## config.mk

```make
export PLATFORM = sky130hd
export DESIGN_NAME = fetch_stage
export DESIGN_NICKNAME = d
export VERILOG_FILES = /design/src/rtl/core_pkg.sv /design/src/rtl/fetch_queue.sv /design/src/rtl/fetch_stage.sv
export SDC_FILE = /design/constraint.sdc
export NUM_CORES = 1
export LEC_CHECK = 0
export CORE_MARGIN = 2
export CORE_UTILIZATION = 51
export CTS_CLUSTER_SIZE = 8
export DETAILED_ROUTE_END_ITERATION = 6
export PLACE_DENSITY = 0.8
export SLEW_MARGIN = 15
export SYNTH_ARGS = -nofsm -noshare
export SYNTH_HDL_FRONTEND = slang
export SYNTH_HIERARCHICAL = 1
export SYNTH_SLANG_ARGS = --single-unit
```

## constraint.sdc

```tcl
create_clock -name clk -period 7.2 [get_ports clk]
set_clock_uncertainty 0.15 [all_clocks]
set_input_delay 1.44 -clock clk [delete_from_list [all_inputs] [get_ports clk]]
set_output_delay 1.44 -clock clk [all_outputs]
set_load 0.01 [all_outputs]
```

## src/rtl/core_pkg.sv

```systemverilog
// Shared RV32I core definitions: word width, the canonical NOP, the major
// opcodes the pipeline cares about and the fetch-queue entry type.
package core_pkg;

    localparam int          XLEN      = 32;
    localparam logic [31:0] NOP_INSTR = 32'h0000_0013;   // addi x0, x0, 0

    localparam logic [6:0] OP_BRANCH = 7'b1100011;
    localparam logic [6:0] OP_JALR   = 7'b1100111;
    localparam logic [6:0] OP_STORE  = 7'b0100011;
    localparam logic [6:0] OP_LOAD   = 7'b0000011;

    // One fetched instruction together with the PC it was fetched from.
    typedef struct packed {
        logic [XLEN-1:0] pc;
        logic [XLEN-1:0] instr;
    } fetch_entry_t;

endpackage

```

## src/rtl/fetch_queue.sv

```systemverilog
// Small synchronous FIFO of fetch_entry_t with push, pop, clear and occupancy.
// Head is read combinationally so a pop and its data land in the same cycle.
// A simultaneous push and pop on a full queue is allowed.
module fetch_queue
    import core_pkg::*;
#(
    parameter int DEPTH = 2
) (
    input  logic                   clk,
    input  logic                   rst_n,
    input  logic                   clear,
    input  logic                   push,
    input  fetch_entry_t           push_data,
    input  logic                   pop,
    output fetch_entry_t           head,
    output logic [$clog2(DEPTH):0] count,
    output logic                   empty,
    output logic                   full
);

    localparam int AW = $clog2(DEPTH);

    fetch_entry_t    mem_q [DEPTH];
    logic [AW-1:0]   wr_ptr_q, wr_ptr_d;
    logic [AW-1:0]   rd_ptr_q, rd_ptr_d;
    logic [AW:0]     count_q, count_d;
    logic            do_push, do_pop;

    assign empty   = (count_q == '0);
    assign full    = (count_q == (AW+1)'(DEPTH));
    assign count   = count_q;
    assign head    = mem_q[rd_ptr_q];
    assign do_pop  = pop && !empty;
    assign do_push = push && (!full || do_pop);

    // Pointer and occupancy update; clear discards everything at once.
    always_comb begin
        wr_ptr_d = wr_ptr_q;
        rd_ptr_d = rd_ptr_q;
        count_d  = count_q;
        if (clear) begin
            wr_ptr_d = '0;
            rd_ptr_d = '0;
            count_d  = '0;
        end else begin
            if (do_push) wr_ptr_d = wr_ptr_q + AW'(1);
            if (do_pop)  rd_ptr_d = rd_ptr_q + AW'(1);
            if (do_push && !do_pop)      count_d = count_q + (AW+1)'(1);
            else if (!do_push && do_pop) count_d = count_q - (AW+1)'(1);
        end
    end

    // Control state registers.
    always_ff @(posedge clk or negedge rst_n) begin
        if (!rst_n) begin
            wr_ptr_q <= '0;
            rd_ptr_q <= '0;
            count_q  <= '0;
        end else begin
            wr_ptr_q <= wr_ptr_d;
            rd_ptr_q <= rd_ptr_d;
            count_q  <= count_d;
        end
    end

    // Storage array; contents need no reset because occupancy guards reads.
    always_ff @(posedge clk) begin
        if (do_push && !clear) mem_q[wr_ptr_q] <= push_data;
    end

    // Callers must never push into a full queue without popping.
    assert property (@(posedge clk) disable iff (!rst_n) !(push && full && !pop && !clear));

endmodule

```

## src/rtl/fetch_stage.sv

```systemverilog
// RV32I instruction-fetch stage and IF/ID register. Issues pipelined imem
// requests, tags each with its PC, buffers returned words and feeds IF/ID.
// Optional macro FETCH_PERF_CNT_EN adds stall/flush/bubble counters.
module fetch_stage
    import core_pkg::*;
#(
    parameter logic [31:0] RESET_PC  = 32'h0000_0000,
    parameter int          QDEPTH    = 2,
    parameter logic [31:0] NOP_INSTR = core_pkg::NOP_INSTR
) (
    input  logic        clk,
    input  logic        rst_n,
    input  logic        pc_write,
    input  logic        ifid_write,
    input  logic        ifid_clear,
    input  logic        flush,
    input  logic [31:0] redirect_pc,
    output logic        imem_req_valid,
    input  logic        imem_req_ready,
    output logic [31:0] imem_addr,
    input  logic        imem_rsp_valid,
    input  logic [31:0] imem_rsp_data,
    output logic        ifid_valid,
    output logic [31:0] ifid_pc,
    output logic [31:0] ifid_instr,
    output logic [6:0]  ifid_opcode,
    output logic [4:0]  ifid_rs1,
    output logic [4:0]  ifid_rs2
`ifdef FETCH_PERF_CNT_EN
    ,
    output logic [31:0] perf_stall_cycles,
    output logic [31:0] perf_flushes,
    output logic [31:0] perf_bubbles
`endif
);

    localparam int CW = $clog2(QDEPTH) + 1;

    logic [31:0]   pc_q, pc_d;
    logic [CW-1:0] out_q, out_d;      // requests accepted but not yet answered
    logic [CW-1:0] drop_q, drop_d;    // answers still owed to flushed requests
    logic          ifid_valid_q, ifid_valid_d;
    logic [31:0]   ifid_pc_q, ifid_pc_d;
    logic [31:0]   ifid_instr_q, ifid_instr_d;

    fetch_entry_t  q_head, tag_head, rsp_entry;
    logic [CW-1:0] q_count, tag_count;
    logic          q_empty, q_full, tag_empty, tag_full;
    logic          hs, rsp_live, load_en, bypass, q_push, q_pop;

    // Issue only while the queue can absorb every in-flight answer.
    assign imem_req_valid = rst_n && pc_write && !flush &&
                            (({1'b0, out_q} + {1'b0, q_count}) < (CW+1)'(QDEPTH));
    assign imem_addr = pc_q;
    assign hs        = imem_req_valid && imem_req_ready;
    assign rsp_live  = imem_rsp_valid && (drop_q == '0);
    assign rsp_entry = '{pc: tag_head.pc, instr: imem_rsp_data};
    assign load_en   = ifid_write && !flush;
    assign bypass    = load_en && q_empty && rsp_live;
    assign q_pop     = load_en && !q_empty;
    assign q_push    = rsp_live && !flush && !bypass;

    fetch_queue #(.DEPTH(QDEPTH)) u_instr_q (
        .clk(clk), .rst_n(rst_n), .clear(flush),
        .push(q_push), .push_data(rsp_entry), .pop(q_pop),
        .head(q_head), .count(q_count), .empty(q_empty), .full(q_full)
    );

    // PC of every live request, in issue order; its instr field is unused.
    fetch_queue #(.DEPTH(QDEPTH)) u_tag_q (
        .clk(clk), .rst_n(rst_n), .clear(flush),
        .push(hs), .push_data('{pc: pc_q, instr: 32'h0}), .pop(rsp_live),
        .head(tag_head), .count(tag_count), .empty(tag_empty), .full(tag_full)
    );

    logic unused_bits;
    assign unused_bits = ^{tag_head.instr, tag_count, tag_empty, tag_full, q_full, ifid_clear};

    // Next-state for PC, in-flight and drop bookkeeping; flush has priority.
    always_comb begin
        pc_d   = pc_q;
        out_d  = out_q + CW'(hs) - CW'(imem_rsp_valid);
        drop_d = drop_q;
        if (flush) begin
            pc_d   = redirect_pc;
            drop_d = out_q - CW'(imem_rsp_valid);
        end else begin
            if (hs) pc_d = pc_q + 32'd4;
            if (imem_rsp_valid && (drop_q != '0)) drop_d = drop_q - CW'(1);
        end
    end

    // IF/ID next value: flush bubble, queue head, bypassed answer, NOP or hold.
    always_comb begin
        ifid_valid_d = ifid_valid_q;
        ifid_pc_d    = ifid_pc_q;
        ifid_instr_d = ifid_instr_q;
        if (flush || (load_en && q_empty && !rsp_live)) begin
            ifid_valid_d = 1'b0;
            ifid_pc_d    = 32'h0;
            ifid_instr_d = NOP_INSTR;
        end else if (q_pop) begin
            ifid_valid_d = 1'b1;
            ifid_pc_d    = q_head.pc;
            ifid_instr_d = q_head.instr;
        end else if (bypass) begin
            ifid_valid_d = 1'b1;
            ifid_pc_d    = rsp_entry.pc;
            ifid_instr_d = rsp_entry.instr;
        end
    end

    // Stage registers.
    always_ff @(posedge clk or negedge rst_n) begin
        if (!rst_n) begin
            pc_q         <= RESET_PC;
            out_q        <= '0;
            drop_q       <= '0;
            ifid_valid_q <= 1'b0;
            ifid_pc_q    <= 32'h0;
            ifid_instr_q <= NOP_INSTR;
        end else begin
            pc_q         <= pc_d;
            out_q        <= out_d;
            drop_q       <= drop_d;
            ifid_valid_q <= ifid_valid_d;
            ifid_pc_q    <= ifid_pc_d;
            ifid_instr_q <= ifid_instr_d;
        end
    end

    assign ifid_valid  = ifid_valid_q;
    assign ifid_pc     = ifid_pc_q;
    assign ifid_instr  = ifid_instr_q;
    assign ifid_opcode = ifid_instr_q[6:0];
    assign ifid_rs1    = ifid_instr_q[19:15];
    assign ifid_rs2    = ifid_instr_q[24:20];

`ifdef FETCH_PERF_CNT_EN
    logic [31:0] stall_cnt_q, stall_cnt_d;
    logic [31:0] flush_cnt_q, flush_cnt_d;
    logic [31:0] bubble_cnt_q, bubble_cnt_d;

    // Free-running event counters, wrapping at 2^32.
    always_comb begin
        stall_cnt_d  = stall_cnt_q + 32'(!ifid_write);
        flush_cnt_d  = flush_cnt_q + 32'(flush);
        bubble_cnt_d = bubble_cnt_q + 32'(ifid_clear);
    end

    // Counter registers.
    always_ff @(posedge clk or negedge rst_n) begin
        if (!rst_n) begin
            stall_cnt_q  <= '0;
            flush_cnt_q  <= '0;
            bubble_cnt_q <= '0;
        end else begin
            stall_cnt_q  <= stall_cnt_d;
            flush_cnt_q  <= flush_cnt_d;
            bubble_cnt_q <= bubble_cnt_d;
        end
    end

    assign perf_stall_cycles = stall_cnt_q;
    assign perf_flushes      = flush_cnt_q;
    assign perf_bubbles      = bubble_cnt_q;
`endif

endmodule

```

Word level (Yosys, flattened, before mapping)
Memory sizes are Yosys's and may differ from the RTL's.
Cells that the tools add are included.
{ "word_totals": {"mem_bits_rw": 192, "out_inout_bits": 115, "word_cells": 112, "n_memories": 2, "romBits": 0, "input_bits": 72, "latchBits": 0, "regBits": 109} }
{ "classes": {"order_cmp": 1, "bitwise_logic": 0, "mux": 31, "shift": 0, "n_eq_ne": 2, "n_reduce_logical": 50, "n_addsub": 14, "div_mod_pow": 0, "n_mul": 0} }
{ "memory_table": {"columns": ["memory", "words", "word_bits", "rd", "rd_ports_with_merged_regs", "write_ports", "line_no", "source"], "rows": [
  ["u_instr_q.mem_q", 2, 64, 1, 0, 1, "fetch_queue.sv:23", "fetch_entry_t mem_q [DEPTH];"],
  ["u_tag_q.mem_q", 2, 32, 1, 0, 1, "fetch_queue.sv:23", null]
]} }
{ "op_table": {"columns": ["op", "n"], "rows": [
  ["2-to-1 mux 32 bit", 8],
  ["adder 32 x 3 -> 32 bit (second input constant)", 1],
  ["logical AND 1 bit", 23],
  ["2-to-1 mux 2 bit", 8],
  ["2-to-1 mux 1 bit", 15],
  ["nonzero test 2 bit", 7],
  ["logical NOT 1 bit", 11],
  ["nonzero test 3 bit", 3],
  ["logical NOT 2 bit", 3],
  ["subtractor 2 x 1 -> 2 bit (second input constant)", 3],
  ["adder 1 bit (second input constant)", 4],
  ["adder 2 x 1 -> 2 bit (second input constant)", 2],
  ["== test 2 bit (second input constant)", 2],
  ["subtractor 2 x 1 -> 2 bit", 2],
  ["adder 2 x 2 -> 3 bit", 1],
  ["logical OR 1 bit", 3],
  ["less-than comparator 3 x 2 -> 1 bit (second input constant)", 1],
  ["adder 2 x 1 -> 2 bit", 1]
]} }

Logic depth before layout (Yosys ltp)
Gate-level depths: netlist of the first run.
{ "logic_depth": {"word_depth": 12, "depth_mapped": 10, "mapped_depth_nobuf": 8} }

By module
Netlist of the first run, hierarchy kept.
{ "modules_own_cells": {"columns": ["mod", "cells_each", "seq_area_each_um2", "area_per_inst_um2", "instances"], "rows": [
  ["fetch_stage", 552, 2531.2, 5390.2, 1],
  ["fetch_queue (u_tag_q)", 226, 3943.8, 5082.4, 1],
  ["fetch_queue (u_instr_q)", 224, 3943.8, 4853.4, 1]
]} }

Worst setup path after synthesis of the first run
No wires, ideal clock.
{ "synth_path": {"path_kind": "input to register", "start": "input port flush", "end": "memory u_instr_q/mem_q[1][0] (netlist bit), enable pin", "required_time_ns": 6.472, "arrival_time_ns": 7.284, "setup_slack_ns": -0.812, "path_stages": 9, "path_buffers": 3, "setup_time_ns": 0.578, "cell_sequence": "buf_6 -> inv_1 -> nand2_1 -> nor2_1 -> buf_2 -> buf_4 -> inv_1 -> a21o_1 -> nor3b_1"} }
{ "synth_between": {"word_cells_on_any_way": 14, "cone_classes": "2 x mux; 12 x reduce/logical"} }
{ "synth_rtl": {"columns": ["item", "line_no", "source"], "rows": [
  ["start, declared", "fetch_stage.sv:16", "input logic flush,"],
  ["logical NOT 1 bit", "fetch_stage.sv:58", "assign load_en = ifid_write && !flush;"],
  ["logical AND 1 bit", "fetch_stage.sv:58", null],
  ["logical AND 1 bit", "fetch_stage.sv:60", "assign q_pop = load_en && !q_empty;"],
  ["via q_pop", "fetch_stage.sv:49", "logic hs, rsp_live, load_en, bypass, q_push, q_pop;"],
  ["logical AND 1 bit", "fetch_queue.sv:33", "assign do_pop = pop && !empty;"],
  ["logical OR 1 bit", "fetch_queue.sv:34", "assign do_push = push && (!full || do_pop);"],
  ["logical AND 1 bit", "fetch_queue.sv:34", null],
  ["logical AND 1 bit", "fetch_queue.sv:68", "if (do_push && !clear) mem_q[wr_ptr_q] <= push_data;"],
  ["2-to-1 mux 1 bit", "fetch_queue.sv:68", null],
  ["2-to-1 mux 1 bit (implied by the code)", "fetch_queue.sv:68", null],
  ["end, declared", "fetch_queue.sv:23", null]
]} }
The timed path passes the listed nets, and every way through them passes these cells.

Worst setup path in the final report of the first run
{ "layout_path": {"start": "input port ifid_write", "end": "memory u_instr_q/mem_q[1][2] (netlist bit), enable pin"} }
{ "layout_between": {"elab_chain_len": 9, "word_cells_on_any_way": 12, "cone_classes": "2 x mux; 10 x reduce/logical"} }
{ "layout_lines": {"columns": ["item", "line_no", "source"], "rows": [
  ["start, declared", "fetch_stage.sv:14", "input logic ifid_write,"],
  ["logical AND 1 bit (*)", "fetch_stage.sv:58", null],
  ["logical AND 1 bit (2 in a row)", "fetch_stage.sv:59", "assign bypass = load_en && q_empty && rsp_live;"],
  ["logical NOT 1 bit", "fetch_stage.sv:61", "assign q_push = rsp_live && !flush && !bypass;"],
  ["logical AND 1 bit", "fetch_stage.sv:61", null],
  ["logical AND 1 bit (*)", "fetch_queue.sv:34", null],
  ["logical AND 1 bit (*)", "fetch_queue.sv:68", null],
  ["2-to-1 mux 1 bit (*)", "fetch_queue.sv:68", null],
  ["2-to-1 mux 1 bit (implied by the code) (*)", "fetch_queue.sv:68", null]
]} }
Mark *: on every way between the ends. The rest lies on a longest branch, timed or not.

==> flow_metrics.env, run 1 <==
export IMPL_p_leak_nw=5.74
export IMPL_critPathRequiredTime_ns=7.24
export IMPL_layout_setup_ws_ns=2.39
export IMPL_fp_coreArea_um2=25000
export IMPL_cts_resized_gates=0
export IMPL_cts_root_buf="clkbuf_16"
export IMPL_final_setup_tns_ns=0
export IMPL_cts_buffer_depth=3
export IMPL_clk_transition_reported_paths_ns=0.05
export IMPL_track_usage=0.212
export IMPL_drv_cap=0
export IMPL_synth_cells=901
export IMPL_final_min_clock_period_ns=4.81
export IMPL_critPathCaptureType="register"
export IMPL_post_cts_repair_setup_buffers=0
export IMPL_tightestPinTransition_ns=1.15
export IMPL_setup_viol=0
export IMPL_timing_hold_worst_class="reg -> reg"
export IMPL_initial_core_util=0.516
export IMPL_routed_wire_length_per_instance_um=19.5
export IMPL_total_power_divided_by_cell_area_nw_per_um2=264
export IMPL_outcome="completed"
export IMPL_cts_tree="done"
export IMPL_buffer_ports_inserted=185
export IMPL_number_of_antenna_cells_inserted=0
export IMPL_area_growth_from_synthesis_to_final_layout_pct=25.1
export IMPL_path_cells="clkdlybuf4s50_1 -> nand2_1 -> nor2_4 -> inv_1 -> a21o_1 -> nor3b_4 -> buf_12"
export IMPL_die_width_um=163
export IMPL_slew_limit_headroom=0.230
export IMPL_grt_max_degree=65
export IMPL_fin_crit_sh=0.668
export IMPL_via_density_per_instance=5.60
export IMPL_row_count=58
export IMPL_rsz0062_at_grt="false"
export IMPL_crit_path_start_kind="input pin"
export IMPL_syn_cell_area_um2=12900
export IMPL_routed_wl_um=28100
export IMPL_synth_yosys_warnings=6
export IMPL_die_height_um=163
export IMPL_layout_nets=1156
export IMPL_grt_antenna_before_repair=0
export IMPL_timing_final_max_slew_violations=0
export IMPL_timing_setup_critical_path_class="in -> reg"
export IMPL_detailedRoute_firstIterationViolations=653
export IMPL_fp_dieArea_um2=26600
export IMPL_critical_path_max_stage_delay_ns=0.95
export IMPL_cp_max_fo=45
export IMPL_drt_drc_violations_left=0
export IMPL_place_detailed_hpwl_um=17200
export IMPL_slowest_cp_cell="nor3b_4"
export IMPL_cts_htree_levels=2
export IMPL_total_clock_buffers_created_by_cts=43
export IMPL_place_congestion=0.858
export IMPL_post_place_ws_ns=1.86
export IMPL_synth_avg_cell_area_um2=14.3
export IMPL_crit_path_arrival_time_ns=4.85
export IMPL_postSynthNetCount=979
export IMPL_floorplan_io_pins=187
export IMPL_first_global_vias=8316
export IMPL_grt_first_pass_wirelength_um=44000
export IMPL_count_of_hold_buffers_inserted_by_post_cts_repair=0
export IMPL_upper_clock_frequency_limit_mhz=208
export IMPL_hold_worst_slack_ns=0.325
export IMPL_worst_ir_drop_vdd_v=0.000149
export IMPL_finalHoldViolations=0
export IMPL_fraction_of_final_layout_cells_with_drive_strength_greater_than_1=0.152
export IMPL_grt_ovfl_total=0
export IMPL_route_vias_total=8080
export IMPL_clk_latency_ns=0.53
export IMPL_dr_pass1_iters=5
export IMPL_detail_route_antenna_nets=0
export IMPL_cts_sinks=301
-- per-layer routing --
metal	vias up	share of wire	global-route usage
li1	3716	-	-
met1	3987	0.44	0.290
met2	314	0.48	0.349
met3	63	0.062	0.0374
met4	0	0.023	0.0660
met5	-	0	0
-- stage by stage --
| step | area (um2) | util | cells | total power, mW |
|---|---|---|---|---|
| CTS | 16100 | 0.646 | 1442 | 4.28 |
| finish | 16100 | 0.646 | 1442 | 4.25 |
| floorplan | 12900 | - | 901 | 2.23 |
| global placement | 14900 | 0.596 | 1363 | 2.45 |
| detailed placement | 14900 | 0.596 | 1363 | 2.46 |
| global route | 16100 | 0.646 | 1442 | 4.41 |
-- layout make-up --
cell class / count / area [um2]
repair buffers: 196 / 1950
multi-input cells: 521 / 3970
well taps: 330 / 413
clock inverters: 4 / 31.3
clock buffers: 75 / 1200
flip-flops and latches: 301 / 8500
fillers: 1824 / 8840
inverters: 15 / 57.6
-- power breakdown --
part	switching (mW)	internal, mW	total [mW]
clock	0.703	1.12	1.82
sequential	0.0865	1.93	2.02
combinational	0.200	0.216	0.416
-- critical path: cells and delay by family --
family          cells  cell delay [ns]
compound gates      1             0.28
simple gates        3             1.81
buf+inv             3             1.25
-- registers in the layout, summed over array words and instances (netlist names) --
register and cells:
u_instr_q/mem_q 128, u_tag_q/mem_q 64, ifid_valid 1, imem_addr 32
ifid_pc 32, out_q 2, u_instr_q/rd_ptr_q 1, u_instr_q/count 2
u_tag_q/rd_ptr_q 1, ifid_instr 32, u_tag_q/wr_ptr_q 1, u_instr_q/wr_ptr_q 1
u_tag_q/count 2, drop_q 2
-- placed cells by master, fill, tap and decap left out, drive strengths merged, types with 4 or more instances in the layout --
cell / n
a21o: 4
a21oi: 5
a221o: 6
a31oi: 4
and2: 4
and3: 4
buf: 13
clkbuf: 75
clkdlybuf4s50: 183
dfrtp: 106
edfxtp: 192
ha: 5
inv: 17
mux2: 103
mux2i: 65
nand2: 102
nand3: 20
nand4: 14
nor2: 27
nor2b: 5
nor3: 7
nor4: 4
o211ai: 11
o21ai: 80
o311ai: 11
xnor2: 6
xor2: 4
-- worst paths after layout --
path | startpoint | end | slack, ns | depth (start not counted)
worst max register to register | u_instr_q/count[1] | u_instr_q/mem_q[1][2] | 3.67 | 6
worst min-delay path | ifid_pc[28] | ifid_pc[28] | 0.33 | 2
worst min register to register | ifid_pc[28] | ifid_pc[28] | 0.33 | 2
worst max-delay path | ifid_write | u_instr_q/mem_q[1][2] | 2.39 | 7
min in group asynchronous | rst_n | ifid_pc[18] | 0.75 | 1
max in group asynchronous | rst_n | ifid_instr[0] | 4.59 | 3
Power figures use the tool's default switching activity.
==> run 2, diff against run 1 <==
Settings changed: CORE_UTILIZATION 51 to 56, PLACE_DENSITY 0.8 to 0.83.
Clock period 7.2 ns to 4.7 ns, I/O delays scaled along.
==> run 2 against run 1 <==
Sequential share of layout area is 0.073 points lower. Via count is 1.5% higher. Wire length hardly changed. First-iteration DRC count is 19% lower. Total power is 53% higher. Worst setup slack worse by 1.3 ns. Core utilization is 6.7 points higher. Largest power group unchanged. Sequential power is 53% higher. Critical path depth is 3 lower. Sequential cell count stayed put. Clock-buffer cell count stayed put. Cell area is 0.14% higher.
==> flow_metrics.env, run 2 (synthesized netlist as in run 1, its figures left out) <==
export IMPL_outcome="completed"
export IMPL_worst_ir_drop_vdd_v=0.000242
export IMPL_timing_final_max_slew_violations=0
export IMPL_slew_limit_headroom=0.318
export IMPL_layout_nets=1164
export IMPL_place_congestion=0.878
export IMPL_crit_path_start_kind="register"
export IMPL_cts_htree_levels=2
export IMPL_fin_crit_sh=0.769
export IMPL_routed_wire_length_per_instance_um=20.0
export IMPL_post_cts_repair_setup_buffers=0
export IMPL_detail_route_antenna_nets=0
export IMPL_grt_max_degree=100
export IMPL_count_of_hold_buffers_inserted_by_post_cts_repair=0
export IMPL_rsz0062_at_grt="false"
export IMPL_drt_drc_violations_left=0
export IMPL_drv_cap=0
export IMPL_switchingPower_mw=1.50
export IMPL_critical_path_max_stage_delay_ns=0.58
export IMPL_slowest_cp_cell="clkdlybuf4s50_1"
export IMPL_path_cells="and2_1 -> fa_1 -> nor4_1 -> clkdlybuf4s50_1"
export IMPL_cts_resized_gates=0
export IMPL_cts_buffer_depth=3
export IMPL_initial_core_util=0.569
export IMPL_floorplan_io_pins=187
export IMPL_grt_busiest_layer="met2"
export IMPL_detailedRoute_firstIterationViolations=526
export IMPL_die_width_um=156
export IMPL_first_global_vias=8619
export IMPL_clk_transition_reported_paths_ns=0.05
export IMPL_netSwitchingFraction=0.230
export IMPL_route_vias_total=8200
export IMPL_reg2reg_depth=7
export IMPL_setup_viol=0
export IMPL_dr_pass1_iters=5
export IMPL_combPwrFrac=0.099
export IMPL_cp_max_fo=7
export IMPL_total_power_divided_by_cell_area_nw_per_um2=403
export IMPL_crit_path_arrival_time_ns=2.52
export IMPL_grt_use_met1=0.316
export IMPL_buffer_ports_inserted=185
export IMPL_fp_dieArea_um2=24200
export IMPL_max_reg_flops=128
export IMPL_fraction_of_final_layout_cells_with_drive_strength_greater_than_1=0.158
export IMPL_critical_path_buf_inv_count=1
export IMPL_cts_tree="done"
export IMPL_finalHoldViolations=0
export IMPL_grt_ovfl_total=0
export IMPL_p_leak_nw=5.79
export IMPL_fp_coreArea_um2=22600
export IMPL_via_density_per_instance=5.84
export IMPL_met2_usage=0.394
export IMPL_critPathRequiredTime_ns=3.61
export IMPL_crit_family="buffers and inverters"
export IMPL_internal_power_mw=5.00
export IMPL_layout_cells_most_common_list="edfxtp_1, clkdlybuf4s50_1, dfrtp_1"
export IMPL_fraction_of_met3_tracks_used_by_global_routing=0.0453
export IMPL_tightestPinTransition_ns=1.02
export IMPL_grt_antenna_before_repair=0
export IMPL_stdcell_count=1405
export IMPL_timing_critical_path_depth=4
export IMPL_max_flop_register="u_instr_q/mem_q"
export IMPL_number_of_antenna_cells_inserted=0
export IMPL_power_sequential_fraction=0.476
export IMPL_die_height_um=156
export IMPL_total_clock_buffers_created_by_cts=43
export IMPL_track_usage=0.236
export IMPL_clk_latency_ns=0.53
export IMPL_final_setup_tns_ns=0
export IMPL_routed_wl_um=28100
export IMPL_layout_commonest_cell="edfxtp_1"
export IMPL_timing_hold_worst_class="in -> async"
export IMPL_critPathCaptureType="primary output"
export IMPL_row_count=55
export IMPL_final_min_clock_period_ns=3.61
export IMPL_timing_setup_critical_path_class="reg -> out"
export IMPL_numPlacedInstances=1326
export IMPL_area_growth_from_synthesis_to_final_layout_pct=25.2
export IMPL_grt_first_pass_wirelength_um=45100
export IMPL_cts_root_buf="clkbuf_16"
export IMPL_crit_reg2reg_capture="u_tag_q/mem_q[1][34]"
export IMPL_timing_critical_path_from="u_instr_q/count[0]"
export IMPL_reg_top3="u_instr_q/mem_q: 128 flops, u_tag_q/mem_q: 64 flops"
export IMPL_regToRegStartpoint="u_instr_q/count[0]"
export IMPL_p_clk_frac=0.425
export IMPL_rrSetupSlack_ns=1.28
export IMPL_place_detailed_hpwl_um=17300
export IMPL_cts_sinks=301
export IMPL_upper_clock_frequency_limit_mhz=277
==> run 2: power by group through the flow <==
stage	Combinational, mW	Clock (mW)	Sequential [mW]
2_1_floorplan	0.300	0	3.12
3_3_place_gp	0.623	0	3.13
3_5_place_dp	0.644	0	3.13
4_1_cts	0.650	2.81	3.09
5_1_grt	0.706	2.92	3.11
6_report	0.645	2.76	3.09
==> run 2: cell type report <==
class | instances | area, um2
Timing Repair Buffer | 204 | 2020
Fill cell | 1448 | 6500
Sequential cell | 301 | 8500
Clock buffer | 75 | 1200
Multi-Input combinational cell | 521 | 3980
Clock inverter | 4 | 31.3
Inverter | 15 | 57.6
Tap cell | 285 | 357
==> run 2: metrics by stage <==
stage	power (mW)	setup WS (ns)	hold WS (ns)	utilization	cell area, um2
floorplan	3.42	0.291	0.343	-	12900
global placement	3.75	1.04	0.309	0.659	14900
detailed placement	3.78	0.954	0.319	0.659	14900
CTS	6.55	1.07	0.133	0.713	16100
global route	6.73	0.938	0.134	0.713	16100
finish	6.50	1.09	0.136	0.713	16100
==> run 2: layer usage <==
metal | vias up | share of wire
met2 | 361 | 0.49
met3 | 43 | 0.066
met1 | 4073 | 0.43
li1 | 3723 | -
met4 | 0 | 0.017
met5 | - | 0
==> run 2: worst reg2reg max path, cell delays in order, from the launching register on <==
cell and delay (ns):
dfrtp_1 0.47, and2_1 0.19, fa_1 0.47, or4_4 0.72, clkinv_2 0.13, o21ai_4 0.09
nor3b_4 0.57, buf_4 0.32
==> run 2: worst max-delay path by stage <==
| stage | endpoint | slack [ns] |
|---|---|---|
| after floorplan | u_instr_q/mem_q[1][0] | 0.29 |
| after global placement | u_instr_q/mem_q[0][3] | 1.04 |
| after detailed placement | u_instr_q/mem_q[0][7] | 0.95 |
| after CTS | imem_req_valid | 1.07 |
| after global routing | imem_req_valid | 0.94 |
| final | imem_req_valid | 1.09 |
==> run 3, diff against run 2 <==
Settings changed: CORE_UTILIZATION 56 to 51, PLACE_DENSITY 0.83 to 0.8.
Clock period 4.7 ns to 3.3 ns, I/O delays scaled along.
==> run 3 against run 2 <==
First-iteration DRC count decreased by 8.7%. Die area increased by 9.5%. Clock-buffer cell count increased by 1. Non-clock buffer count decreased by 3. Critical path depth unchanged.
==> flow_metrics.env, run 3 (synthesized netlist as in run 1, its figures left out) <==
export IMPL_p_leak_nw=5.82
export IMPL_hold_worst_slack_ns=0.188
export IMPL_stdcell_count=1448
export IMPL_crit_path_start_kind="register"
export IMPL_timing_hold_worst_class="in -> async"
export IMPL_drt_drc_violations_left=0
export IMPL_first_global_vias=8341
export IMPL_layout_commonest_cell="edfxtp_1"
export IMPL_crit_path_arrival_time_ns=2.29
export IMPL_row_count=58
export IMPL_timing_setup_critical_path_class="reg -> out"
export IMPL_fp_dieArea_um2=26600
export IMPL_max_flop_register="u_instr_q/mem_q"
export IMPL_final_util=0.653
export IMPL_place_congestion=0.836
export IMPL_critPathCaptureType="primary output"
export IMPL_grt_first_pass_wirelength_um=44000
export IMPL_die_width_um=163
export IMPL_critPathRequiredTime_ns=2.49
export IMPL_drv_cap=0
export IMPL_routed_wl_um=27500
export IMPL_upper_clock_frequency_limit_mhz=322
export IMPL_slew_limit_headroom=0.426
export IMPL_detailedRoute_firstIterationViolations=480
export IMPL_numPlacedInstances=1368
export IMPL_fp_coreArea_um2=25000
export IMPL_dr_pass1_iters=5
export IMPL_number_of_antenna_cells_inserted=0
export IMPL_worst_ir_drop_vdd_v=0.000365
export IMPL_grt_max_degree=110
export IMPL_place_detailed_hpwl_um=16800
export IMPL_layout_setup_ws_ns=0.198
export IMPL_detail_route_antenna_nets=0
export IMPL_area_occupied_by_multi_input_gates_um2=4010
export IMPL_layout_cells_most_common_list="edfxtp_1, clkdlybuf4s50_1, dfrtp_1"
export IMPL_regArea_um2=8500
export IMPL_cts_buffer_depth=3
export IMPL_finalHoldViolations=0
export IMPL_cts_root_buf="clkbuf_16"
export IMPL_fraction_of_final_layout_cells_with_drive_strength_greater_than_1=0.161
export IMPL_cp_max_fo=7
export IMPL_rsz0062_at_grt="false"
export IMPL_grt_ovfl_total=0
export IMPL_grt_antenna_before_repair=0
export IMPL_cts_tree="done"
export IMPL_track_usage=0.211
export IMPL_setup_viol=0
export IMPL_area_growth_from_synthesis_to_final_layout_pct=26.5
export IMPL_layout_nets=1161
export IMPL_total_power_divided_by_cell_area_nw_per_um2=572
export IMPL_post_cts_repair_setup_buffers=0
export IMPL_n_fill_cell=1809
export IMPL_buffer_ports_inserted=185
export IMPL_routed_wire_length_per_instance_um=19.0
export IMPL_max_reg_flops=128
export IMPL_post_place_ws_ns=0.151
export IMPL_outcome="completed"
export IMPL_route_vias_total=8087
export IMPL_reg_top3="u_instr_q/mem_q: 128 flops, u_tag_q/mem_q: 64 flops"
export IMPL_total_power_mw=9.32
export IMPL_fin_crit_sh=0.940
export IMPL_clk_latency_ns=0.53
export IMPL_timing_final_max_slew_violations=0
export IMPL_initial_core_util=0.516
export IMPL_die_height_um=163
export IMPL_floorplan_io_pins=187
export IMPL_clk_transition_reported_paths_ns=0.05
export IMPL_final_min_clock_period_ns=3.10
export IMPL_tightestPinTransition_ns=0.858
export IMPL_total_clock_buffers_created_by_cts=43
export IMPL_cts_sinks=301
export IMPL_via_density_per_instance=5.58
export IMPL_cts_htree_levels=2
==> run 3: critical path: stages, from the launching register on <==
cell           delay [ns]
dfrtp_1              0.46
and2_1               0.21
fa_1                 0.49
nor4_2               0.31
dlygate4sd2_1        0.30
==> run 3: area by class of cell <==
type	count	area share
Sequential cell	301	0.521
Clock buffer	76	0.0736
Clock inverter	4	0.00353
Inverter	15	0.00437
Tap cell	330	0.0253
Timing Repair Buffer	201	0.126
Multi-Input combinational cell	521	0.246
==> run 3: layer usage <==
layer / vias to the layer above / track usage / part of all wire
met3: 43 / 0.0377 / 0.067
li1: 3726 / - / -
met5: - / 0 / 0
met4: 0 / 0.0543 / 0.017
met2: 316 / 0.350 / 0.48
met1: 4002 / 0.290 / 0.44
==> run 3: per-stage QoR <==
stage                     cell area (um2)  TNS [ns]
after floorplan                     13000    -54.27
after global placement              15000         0
after detailed placement            15000         0
after CTS                           16300         0
after global routing                16300         0
final                               16300         0
==> run 3: path summary, 6_finish.rpt <==
kind | startpoint | endpoint | slack (ns) | cells past startpoint
setup / recovery | u_instr_q/count[0] | imem_req_valid | 0.20 | 4
hold / removal | rst_n | ifid_instr[6] | 0.19 | 2
setup reg to reg | u_instr_q/count[0] | imem_addr[16] | 0.27 | 8
hold reg to reg | ifid_instr[12] | ifid_instr[12] | 0.32 | 2
max in group asynchronous | rst_n | u_tag_q/rd_ptr_q | 2.32 | 2
min in group clk | ifid_instr[12] | ifid_instr[12] | 0.32 | 2
==> run 3: report_power, final <==
| group | leakage [nW] | internal, mW | total, mW | switching [mW] |
|---|---|---|---|---|
| registers | 3.16 | 4.21 | 4.40 | 0.189 |
| logic | 2.06 | 0.482 | 0.924 | 0.442 |
| clock network | 0.596 | 2.46 | 4.00 | 1.54 |
==> run 3: timing repair <==
item                                    CTS  global route
resized for setup                         2             0
hold buffers                              0             0
endpoints found under the setup margin    1             0
